--- src/rtl/obstacle_collide.sv ---
// obstacle_collide: snapshots the three obstacle slots and the dino pose on a
// game tick, tests one slot per clock for a hitbox overlap, and then raises
// the sticky game-over flag and updates the BCD high score.
// Optional build macro: COLLIDE_GOD_MODE_EN adds a 'god' input. While it is
// high, hits are still reported on hit_slot, but over and hi_score are left alone.
`timescale 1ns/1ps

module obstacle_collide #(
    parameter int DINO_X     = 50,
    parameter int HIT_MARGIN = 4
) (
    input  logic        clk,
    input  logic        rst,
    input  logic        game_tick,
    input  logic        restart,
    input  logic [14:0] obstacle1,
    input  logic [14:0] obstacle2,
    input  logic [14:0] obstacle3,
    input  logic [8:0]  dino_h,
    input  logic        dino_duck,
`ifdef COLLIDE_GOD_MODE_EN
    input  logic        god,
`endif
    input  logic [15:0] score,
    output logic        over,
    output logic [1:0]  hit_slot,
    output logic [15:0] hi_score,
    output logic        busy
);

    typedef enum logic [2:0] {
        S_IDLE = 3'd0,
        S_CHK1 = 3'd1,
        S_CHK2 = 3'd2,
        S_CHK3 = 3'd3,
        S_DONE = 3'd4
    } state_t;

    // All coordinates are 11 bits wide, so col + width can never wrap.
    localparam logic [10:0] DX_LO  = 11'(DINO_X);
    localparam logic [10:0] MARGIN = 11'(HIT_MARGIN);

    // Half-open interval overlap, with both ends pulled in by the margin.
    function automatic logic overlap(input logic [10:0] a_lo, input logic [10:0] a_hi,
                                     input logic [10:0] b_lo, input logic [10:0] b_hi);
        return ((a_lo + MARGIN) < b_hi) && ((b_lo + MARGIN) < a_hi);
    endfunction

    // Full hitbox test of one obstacle slot against the dino pose.
    function automatic logic box_hit(input logic [14:0] obs, input logic [8:0] h,
                                     input logic duck);
        logic        kind_ok;
        logic [10:0] ox_lo;
        logic [10:0] ow;
        logic [10:0] oy_lo;
        logic [10:0] oy_hi;
        logic [10:0] dx_hi;
        logic [10:0] dy_lo;
        logic [10:0] dy_hi;
        kind_ok = 1'b1;
        ow      = '0;
        oy_lo   = '0;
        oy_hi   = '0;
        case (obs[13:10])
            4'd1:    begin ow = 11'd17;  oy_hi = 11'd35; end
            4'd2:    begin ow = 11'd34;  oy_hi = 11'd35; end
            4'd3:    begin ow = 11'd51;  oy_hi = 11'd35; end
            4'd5:    begin ow = 11'd125; oy_hi = 11'd50; end
            4'd6:    begin ow = 11'd150; oy_hi = 11'd50; end
            4'd7:    begin ow = 11'd175; oy_hi = 11'd50; end
            4'd9:    begin ow = 11'd46;  oy_lo = 11'd10; oy_hi = 11'd50;  end
            4'd10:   begin ow = 11'd46;  oy_lo = 11'd40; oy_hi = 11'd80;  end
            4'd11:   begin ow = 11'd46;  oy_lo = 11'd80; oy_hi = 11'd120; end
            default: kind_ok = 1'b0;
        endcase
        ox_lo = {1'b0, obs[9:0]};
        dx_hi = duck ? (DX_LO + 11'd59) : (DX_LO + 11'd44);
        dy_lo = {2'b00, h};
        dy_hi = duck ? (dy_lo + 11'd30) : (dy_lo + 11'd47);
        return obs[14] && kind_ok
            && overlap(DX_LO, dx_hi, ox_lo, ox_lo + ow)
            && overlap(dy_lo, dy_hi, oy_lo, oy_hi);
    endfunction

    state_t      state_q, state_d;
    logic        over_q, over_d;
    logic [1:0]  hit_slot_q, hit_slot_d;
    logic [1:0]  found_q, found_d;
    logic [15:0] hi_score_q, hi_score_d;
    logic [8:0]  snap_h_q;
    logic        snap_duck_q;
    logic        start_scan;
    logic        god_on;
    logic [2:0]  slot_hit;
    logic [2:0][14:0] obs_in;

`ifdef COLLIDE_GOD_MODE_EN
    assign god_on = god;
`else
    assign god_on = 1'b0;
`endif

    assign obs_in = {obstacle3, obstacle2, obstacle1};

    genvar gi;
    generate
        for (gi = 0; gi < 3; gi++) begin : g_slot
            logic [14:0] obs_q;

            // Capture this slot when a scan starts; it stays frozen for the scan.
            always_ff @(posedge clk or posedge rst) begin
                if (rst) begin
                    obs_q <= '0;
                end else if (start_scan) begin
                    obs_q <= obs_in[gi];
                end
            end

            assign slot_hit[gi] = box_hit(obs_q, snap_h_q, snap_duck_q);
        end
    endgenerate

    // Capture the dino pose alongside the obstacle slots.
    always_ff @(posedge clk or posedge rst) begin
        if (rst) begin
            snap_h_q    <= '0;
            snap_duck_q <= 1'b0;
        end else if (start_scan) begin
            snap_h_q    <= dino_h;
            snap_duck_q <= dino_duck;
        end
    end

    // Scan sequencing: start on an accepted tick, test one slot per state,
    // keep the first hit, and commit the result in DONE.
    always_comb begin
        state_d    = state_q;
        over_d     = over_q;
        hit_slot_d = hit_slot_q;
        found_d    = found_q;
        hi_score_d = hi_score_q;
        start_scan = 1'b0;
        if (restart) begin
            state_d    = S_IDLE;
            over_d     = 1'b0;
            hit_slot_d = 2'd0;
            found_d    = 2'd0;
        end else begin
            case (state_q)
                S_IDLE: begin
                    if (game_tick && !over_q) begin
                        start_scan = 1'b1;
                        found_d    = 2'd0;
                        state_d    = S_CHK1;
                    end
                end
                S_CHK1: begin
                    if (found_q == 2'd0 && slot_hit[0]) found_d = 2'd1;
                    state_d = S_CHK2;
                end
                S_CHK2: begin
                    if (found_q == 2'd0 && slot_hit[1]) found_d = 2'd2;
                    state_d = S_CHK3;
                end
                S_CHK3: begin
                    if (found_q == 2'd0 && slot_hit[2]) found_d = 2'd3;
                    state_d = S_DONE;
                end
                S_DONE: begin
                    if (found_q != 2'd0) begin
                        hit_slot_d = found_q;
                        if (!god_on) begin
                            over_d = 1'b1;
                            // A BCD value orders the same way as its binary pattern.
                            if (score > hi_score_q) hi_score_d = score;
                        end
                    end
                    state_d = S_IDLE;
                end
                default: state_d = S_IDLE;
            endcase
        end
    end

    // State and result registers; a reset aborts any scan at once.
    always_ff @(posedge clk or posedge rst) begin
        if (rst) begin
            state_q    <= S_IDLE;
            over_q     <= 1'b0;
            hit_slot_q <= 2'd0;
            found_q    <= 2'd0;
            hi_score_q <= 16'd0;
        end else begin
            state_q    <= state_d;
            over_q     <= over_d;
            hit_slot_q <= hit_slot_d;
            found_q    <= found_d;
            hi_score_q <= hi_score_d;
        end
    end

    assign over     = over_q;
    assign hit_slot = hit_slot_q;
    assign hi_score = hi_score_q;
    assign busy     = (state_q != S_IDLE);

endmodule

--- config.mk ---
export PLATFORM = sky130hd
export DESIGN_NAME = obstacle_collide
export DESIGN_NICKNAME = d
export VERILOG_FILES = /design/src/rtl/obstacle_collide.sv
export SDC_FILE = /design/constraint.sdc
export NUM_CORES = 1
export LEC_CHECK = 0
export BUFFER_PORTS_ARGS = -buffer_cell sky130_fd_sc_hd__buf_2
export CAP_MARGIN = 20
export CORE_ASPECT_RATIO = 0.9
export CORE_MARGIN = 4
export CORE_UTILIZATION = 60
export CTS_BUF_LIST = sky130_fd_sc_hd__clkbuf_8
export CTS_CLUSTER_DIAMETER = 50
export DETAILED_ROUTE_END_ITERATION = 12
export MAX_ROUTING_LAYER = met4
export PLACE_DENSITY = 0.83
export SYNTH_ARGS = -nofsm -noshare
export SYNTH_HDL_FRONTEND = slang
export SYNTH_SLANG_ARGS = --single-unit
--- constraint.sdc ---
create_clock -name clk -period 3.5 [get_ports clk]
set_input_delay 0.175 -clock clk [delete_from_list [all_inputs] [get_ports clk]]
set_output_delay 0.175 -clock clk [all_outputs]
set_load 0.02 [all_outputs]
# Word-level counts from Yosys, hierarchy flattened
# Index checks and enable logic that the tools add are counted.
[totals]
ramBits = 0
in_bits = 75
romBits = 0
output_inout_bits = 20
latch_bits = 0
mem_count = 0
ff_bits = 79
word_cells = 145
[op_classes]
div = 0
eq_ne = 35
bitwise = 1
n_mux = 32
reduce_logical = 42
n_addsub = 12
multipliers = 0
order_cmp = 13
n_shift = 0
[op_table]
columns = ["operator", "count"]
rows = [
  ["one-hot mux 8 bit (7 select lines)", 3],
  ["one-hot mux 7 bit (4 select lines)", 3],
  ["less-than comparator 11 bit", 6],
  ["one-hot mux 7 bit (3 select lines)", 3],
  ["equality test 4 x 3 -> 1 bit (second input constant)", 9],
  ["equality test 4 bit (second input constant)", 9],
  ["adder 10 x 11 -> 11 bit", 3],
  ["adder 10 x 3 -> 11 bit (second input constant)", 3],
  ["adder 11 x 3 -> 11 bit (second input constant)", 3],
  ["less-than comparator 6 x 11 -> 1 bit (first input constant)", 3],
  ["OR reduction 9 bit", 3],
  ["equality test 4 x 2 -> 1 bit (second input constant)", 6],
  ["logical AND 1 bit", 19],
  ["OR reduction 3 bit", 6],
  ["> comparator 16 bit", 1],
  ["2-to-1 mux 2 bit", 8],
  ["equality test 4 x 1 -> 1 bit (second input constant)", 3],
  ["!= test 3 bit (second input constant)", 4],
  ["one-hot mux 3 bit (4 select lines)", 1],
  ["OR reduction 4 bit", 3],
  ["less-than comparator 10 x 11 -> 1 bit", 1],
  ["less-than comparator 11 x 10 -> 1 bit", 1],
  ["less-than comparator 11 x 7 -> 1 bit", 1],
  ["adder 9 x 3 -> 10 bit (second input constant)", 1],
  ["other kinds (20)", 32],
]

# Depth between registers and ports, before layout
[depth]
word_depth = 12
ltp_mapped = 16
mapped_depth_nobuf = 15

# Worst setup path after synthesis
# No wires, ideal clock.
[synth_path]
path_type = "reg2reg"
startpoint = "reg g_slot[2].obs_q[10]"
endpoint = "reg found_q[0]"
t_arrival_ps = 2925
path_stages_with_launch = 14
setup_ps = 122
n_path_buf = 1
t_required_ps = 3378
synth_period_minus_slack_ps = 3046
path_slack_ps = 454
path_cell_list = "dfrtp_1 > clkbuf_1 > nor2b_1 > ha_1 > fa_1 > a211oi_1 > nor2_1 > o31a_1 > or3_1 > a21boi_1 > mux2i_1 > o221ai_2 > nor2_1 > a32o_1"
[synth_between]
elab_chain_len = 11
word_cells_on_any_way = 30
cone_classes = "2 x add/sub; 3 x order compare; 10 x eq/ne; 4 x mux; 11 x reduce/logical"
[synth_rtl]
columns = ["item", "line_no", "source"]
rows = [
  ["from (decl)", "108", "logic [14:0] obs_q;"],
  ["from (signal assigned)", "115", "obs_q <= obs_in[gi];"],
  ["equality test 4 bit", "64", "case (obs[13:10])"],
  ["OR reduction 3 bit (no line)", "n/a", ""],
  ["one-hot mux 8 bit (7 select lines)", "64", ""],
  ["adder 10 x 11 -> 11 bit", "81", "&& overlap(DX_LO, dx_hi, ox_lo, ox_lo + ow)"],
  ["less-than comparator 6 x 11 -> 1 bit", "46", "return ((a_lo + MARGIN) < b_hi) && ((b_lo + MARGIN) < a_hi);"],
  ["logical AND 1 bit", "46", ""],
  ["logical AND 1 bit", "81", ""],
  ["logical AND 1 bit *", "82", "&& overlap(dy_lo, dy_hi, oy_lo, oy_hi);"],
  ["logical AND 1 bit *", "166", "if (found_q == 2'd0 && slot_hit[2]) found_d = 2'd3;"],
  ["!= test 3 bit (no line) *", "n/a", ""],
  ["AND reduction 5 bit (no line) *", "n/a", ""],
  ["to (signal assigned)", "197", "found_q <= found_d;"],
  ["to (decl)", "88", "logic [1:0] found_q, found_d;"],
]
# Every way passes the cells marked *; elsewhere a longest branch is shown, timed or not.
# A chain may end at the register's enable or synchronous reset.

# Worst setup path after layout
[layout_path]
startpoint = "reg snap_h_q[2]"
endpoint = "reg found_q[1]"
[layout_between]
elab_chain_len = 8
word_cells_on_any_way = 23
cone_classes = "3 x add/sub; 6 x order compare; 3 x eq/ne; 1 x mux; 10 x reduce/logical"
[layout_rtl]
columns = ["item", "line_no", "source"]
rows = [
  ["from (decl)", "90", "logic [8:0] snap_h_q;"],
  ["from (signal assigned)", "129", "snap_h_q <= dino_h;"],
  ["adder 9 x 6 -> 10 bit or adder 9 x 5 -> 10 bit (tied branches)", "79", "dy_hi = duck ? (dy_lo + 11'd30) : (dy_lo + 11'd47);"],
  ["2-to-1 mux 10 bit", "79", ""],
  ["less-than comparator 11 x 10 -> 1 bit or less-than comparator 11 bit (tied branches)", "46", ""],
  ["logical AND 1 bit", "46", ""],
  ["logical AND 1 bit", "82", ""],
  ["logical AND 1 bit, on equally long branches", "166, 158, 162", ""],
  ["!= test 3 bit (no line)", "n/a", ""],
  ["AND reduction 5 bit (no line) *", "n/a", ""],
]
# Marked as above.

==> results.sh <==
export IMPL_synth_fp_nets=829
export IMPL_synth_simple_gate_area_share_pct=14.0
export IMPL_dieArea_sq_um=12400
export IMPL_synth_seq_cells=79
export IMPL_p_sw_share_pct=44.9
export IMPL_internal_power_mw=2.67
export IMPL_r2r_start="snap_h_q[2]"
export IMPL_tightest_slew_ns=0.592
export IMPL_dp_hpwl_um=12200
export IMPL_htreeDepth=3
export IMPL_finClkSkew_ns=0.0169
export IMPL_netlist_instances=664
export IMPL_crit_path_start="snap_h_q[2]"
export IMPL_cts_tree="built"
export IMPL_crit_arrival_ns=3.68
export IMPL_rows=35
export IMPL_synthArstFlopShare_pct=100
export IMPL_wl_um=15500
export IMPL_finalSetupTns_ns=0
export IMPL_powerDensity_nw_per_um2=668
export IMPL_hold_end="g_slot[0].obs_q[4]"
export IMPL_slew_limit_headroom_pct=60.5
export IMPL_period_needed_ns=3.41
export IMPL_clock_fmax_mhz=293
export IMPL_synth_compound_area_share_pct=16.5
export IMPL_p_sw_mw=2.18
export IMPL_synthAdderAreaFrac_pct=17.9
export IMPL_post_cts_setup_buffers=0
export IMPL_grt_pass1_vias=5298
export IMPL_numCtsBuffers=9
export IMPL_min_path_type="in -> reg"
export IMPL_pwr_share_clk_pct=12.9
export IMPL_min_from="obstacle1[4]"
export IMPL_reg2reg_depth=14
export IMPL_grt_usage_pct=25.8
export IMPL_vias=5497
export IMPL_dieHeight_um=106
export IMPL_hold_path_depth=2
export IMPL_routed_via_density=6.18
export IMPL_first_pass_iters=5
export IMPL_path_class="reg -> reg"
export IMPL_clock_latency_ns=0.37
export IMPL_leakagePower_nw=3.56
export IMPL_hold_viol=0
export IMPL_antenna_found_initial=0
export IMPL_peakVddDrop_v=0.000467
export IMPL_ys_types=69
export IMPL_fp_dieW_um=117
export IMPL_outcome="finished clean"
export IMPL_maxCapViolCount=0
export IMPL_synth_area_sq_um=6430
export IMPL_nets=920
export IMPL_ant_nets=0
export IMPL_ys_warnings_count=0
export IMPL_ios=95
export IMPL_critPathCaptureType="flop"
export IMPL_comb_power_share_pct=57.3
export IMPL_crit_path_max_fanout=7
export IMPL_synth_xor_area_share_pct=4.22
export IMPL_power_frac_seq_pct=29.9
export IMPL_ys_flop_type="dfrtp_1"
export IMPL_finalCritPeriodShare_pct=97.5
export IMPL_clock_path_buffers=2
export IMPL_grt_overflow=0
export IMPL_area_growth_pct=13.0
export IMPL_clock_sinks=79
export IMPL_muxShareOfSynthArea_pct=12.9
export IMPL_coreArea_sq_um=10300
export IMPL_yosysSeqAreaShare_pct=30.8
export IMPL_r2r_setup_slack_ns=0.09
export IMPL_wl_per_cell_um=17.4
export IMPL_r2r_end="found_q[1]"
export IMPL_critPathRequiredTime_ns=3.76
export IMPL_synth_edf_count=0
export IMPL_io_buffer_count=94
export IMPL_initial_core_util_pct=62.2
export IMPL_cts_root_buf="clkbuf_8"
export IMPL_drt_iter0_drc=398
export IMPL_whs_ns=0.0273
export IMPL_power_mw=4.85
export IMPL_final_max_slew_viol_count=0
export IMPL_synth_top_family_by_area="adder cells"
export IMPL_drc_errors=0
export IMPL_setup_viol=0
export IMPL_final_core_util_pct=70.3
export IMPL_grt_first_pass_wirelength_um=25000
export IMPL_insertedDiodeCount=0
export IMPL_gp_congestion=0.956
export IMPL_critPathLaunchType="flop"
export IMPL_grt_max_degree=48
export IMPL_path_clk_slew_ns=0.08
export IMPL_drive_above_1_share_pct=25.7
export IMPL_avgSynthCellArea_sq_um=9.68
-- registers in the layout, indices dropped and copies added (netlist names) --
register      flops
over              1
snap_duck_q       1
g_slot.obs_q     45
snap_h_q          9
found_q           2
state_q           3
hit_slot          2
hi_score         16
-- power by group through the flow --
stage / sequential [mW] / combinational [mW] / clock (mW)
CTS: 1.44 / 2.70 / 0.641
finish: 1.45 / 2.78 / 0.625
global placement: 1.44 / 2.51 / 0
global route: 1.49 / 3.09 / 0.681
detailed placement: 1.45 / 2.68 / 0
floorplan: 1.29 / 2.16 / 0
-- timing repair --
item / in CTS / in global routing
gates resized for setup: 0 / 6
endpoints found under the setup margin: 0 / 2
endpoints found under the hold margin: 0 / 46
hold buffers: 0 / 1
-- per-layer routing --
layer  part of all wire, %  track usage, %  vias up
met3                   7.2            5.12       34
li1                      -               -     2626
met1                    45            35.7     2609
met5                     0               -        -
met4                   2.4            8.19        0
met2                    46            38.3      228
-- critical path: stages (launching register included) --
cell and delay, ns:
dfrtp_1 0.47, inv_1 0.16, ha_1 0.18, nor2b_1 0.24, a21oi_1 0.14, a21oi_1 0.24, xnor2_2 0.13, ha_1 0.34
a21o_1 0.19, a211oi_1 0.27, o22ai_1 0.12, a21oi_1 0.18, nand4_1 0.20, a22o_1 0.24, a31o_1 0.19
-- cells by family after synthesis --
kind of cell,count (synthesis)
xor+xnor,31
mux,74
compound gates,155
flops,79
simple gates,172
buf+inv,63
fa+ha+maj,90
-- Yosys cell counts, drive strengths merged (11+ instances only) --
library cell / instances / share of area [%]
nor2: 42 / 2.5
nor2b: 17 / 1.7
dfrtp: 79 / 31
mux2: 72 / 13
nand3: 13 / 1.1
ha: 87 / 17
nand2: 33 / 2.0
nor3: 15 / 1.2
nand2b: 11 / 1.1
xnor2: 14 / 1.9
xor2: 17 / 2.3
a21o: 15 / 1.8
a21oi: 41 / 3.2
a211oi: 11 / 1.3
o21ai: 24 / 1.9
inv: 40 / 2.3
clkbuf: 19 / 1.1
-- layout by cell type (no fill, tap or decap), types with 3 or more instances in the layout --
cell type,count
a211oi_1,11
a21o_1,15
a21oi_1,41
a22oi_1,4
a31oi_1,6
a41oi_1,3
and2_1,4
and3_1,8
buf_2,94
buf_4,7
clkbuf_8,10
dfrtp_1,79
fa_1,3
ha_1,87
inv_1,38
inv_2,4
mux2_1,10
mux2_2,62
nand2_1,32
nand2b_1,11
nand3_1,11
nand3b_1,3
nand4_1,8
nor2_1,42
nor2b_1,17
nor3_1,15
o2111ai_1,4
o21a_1,7
o21ai_0,21
o21ai_1,3
o21bai_1,4
o22ai_1,4
or3_1,3
or4_1,3
xnor2_1,11
xnor2_2,3
xor2_1,17
-- how the worst max path moves through the flow --
stage | depth (start not counted) | to | slack, ns
after global routing | 15 | found_q[1] | -0.06
final | 14 | found_q[1] | 0.09
after detailed placement | 14 | found_q[1] | 0.20
after CTS | 14 | found_q[1] | 0.16
after global placement | 14 | found_q[1] | 0.29
after floorplan | 13 | found_q[0] | 0.45
-- through the flow --
step	instances	cell area (sq um)	setup WS, ns
after floorplan	664	6430	0.454
after global routing	889	7260	-0.0587
final	889	7260	0.0886
after detailed placement	871	7030	0.199
after global placement	871	7030	0.288
after CTS	887	7200	0.164
-- final cells by class --
| cell class | instances | area [sq um] |
|---|---|---|
| multi-input combinational | 522 | 4250 |
| fill | 793 | 3070 |
| timing repair buffer | 103 | 553 |
| clock buffer | 10 | 138 |
| clock inverter | 6 | 35.0 |
| sequential | 79 | 1980 |
| tap | 129 | 161 |
| inverter | 40 | 150 |
Note: power is estimated with default switching activity, not from simulation.
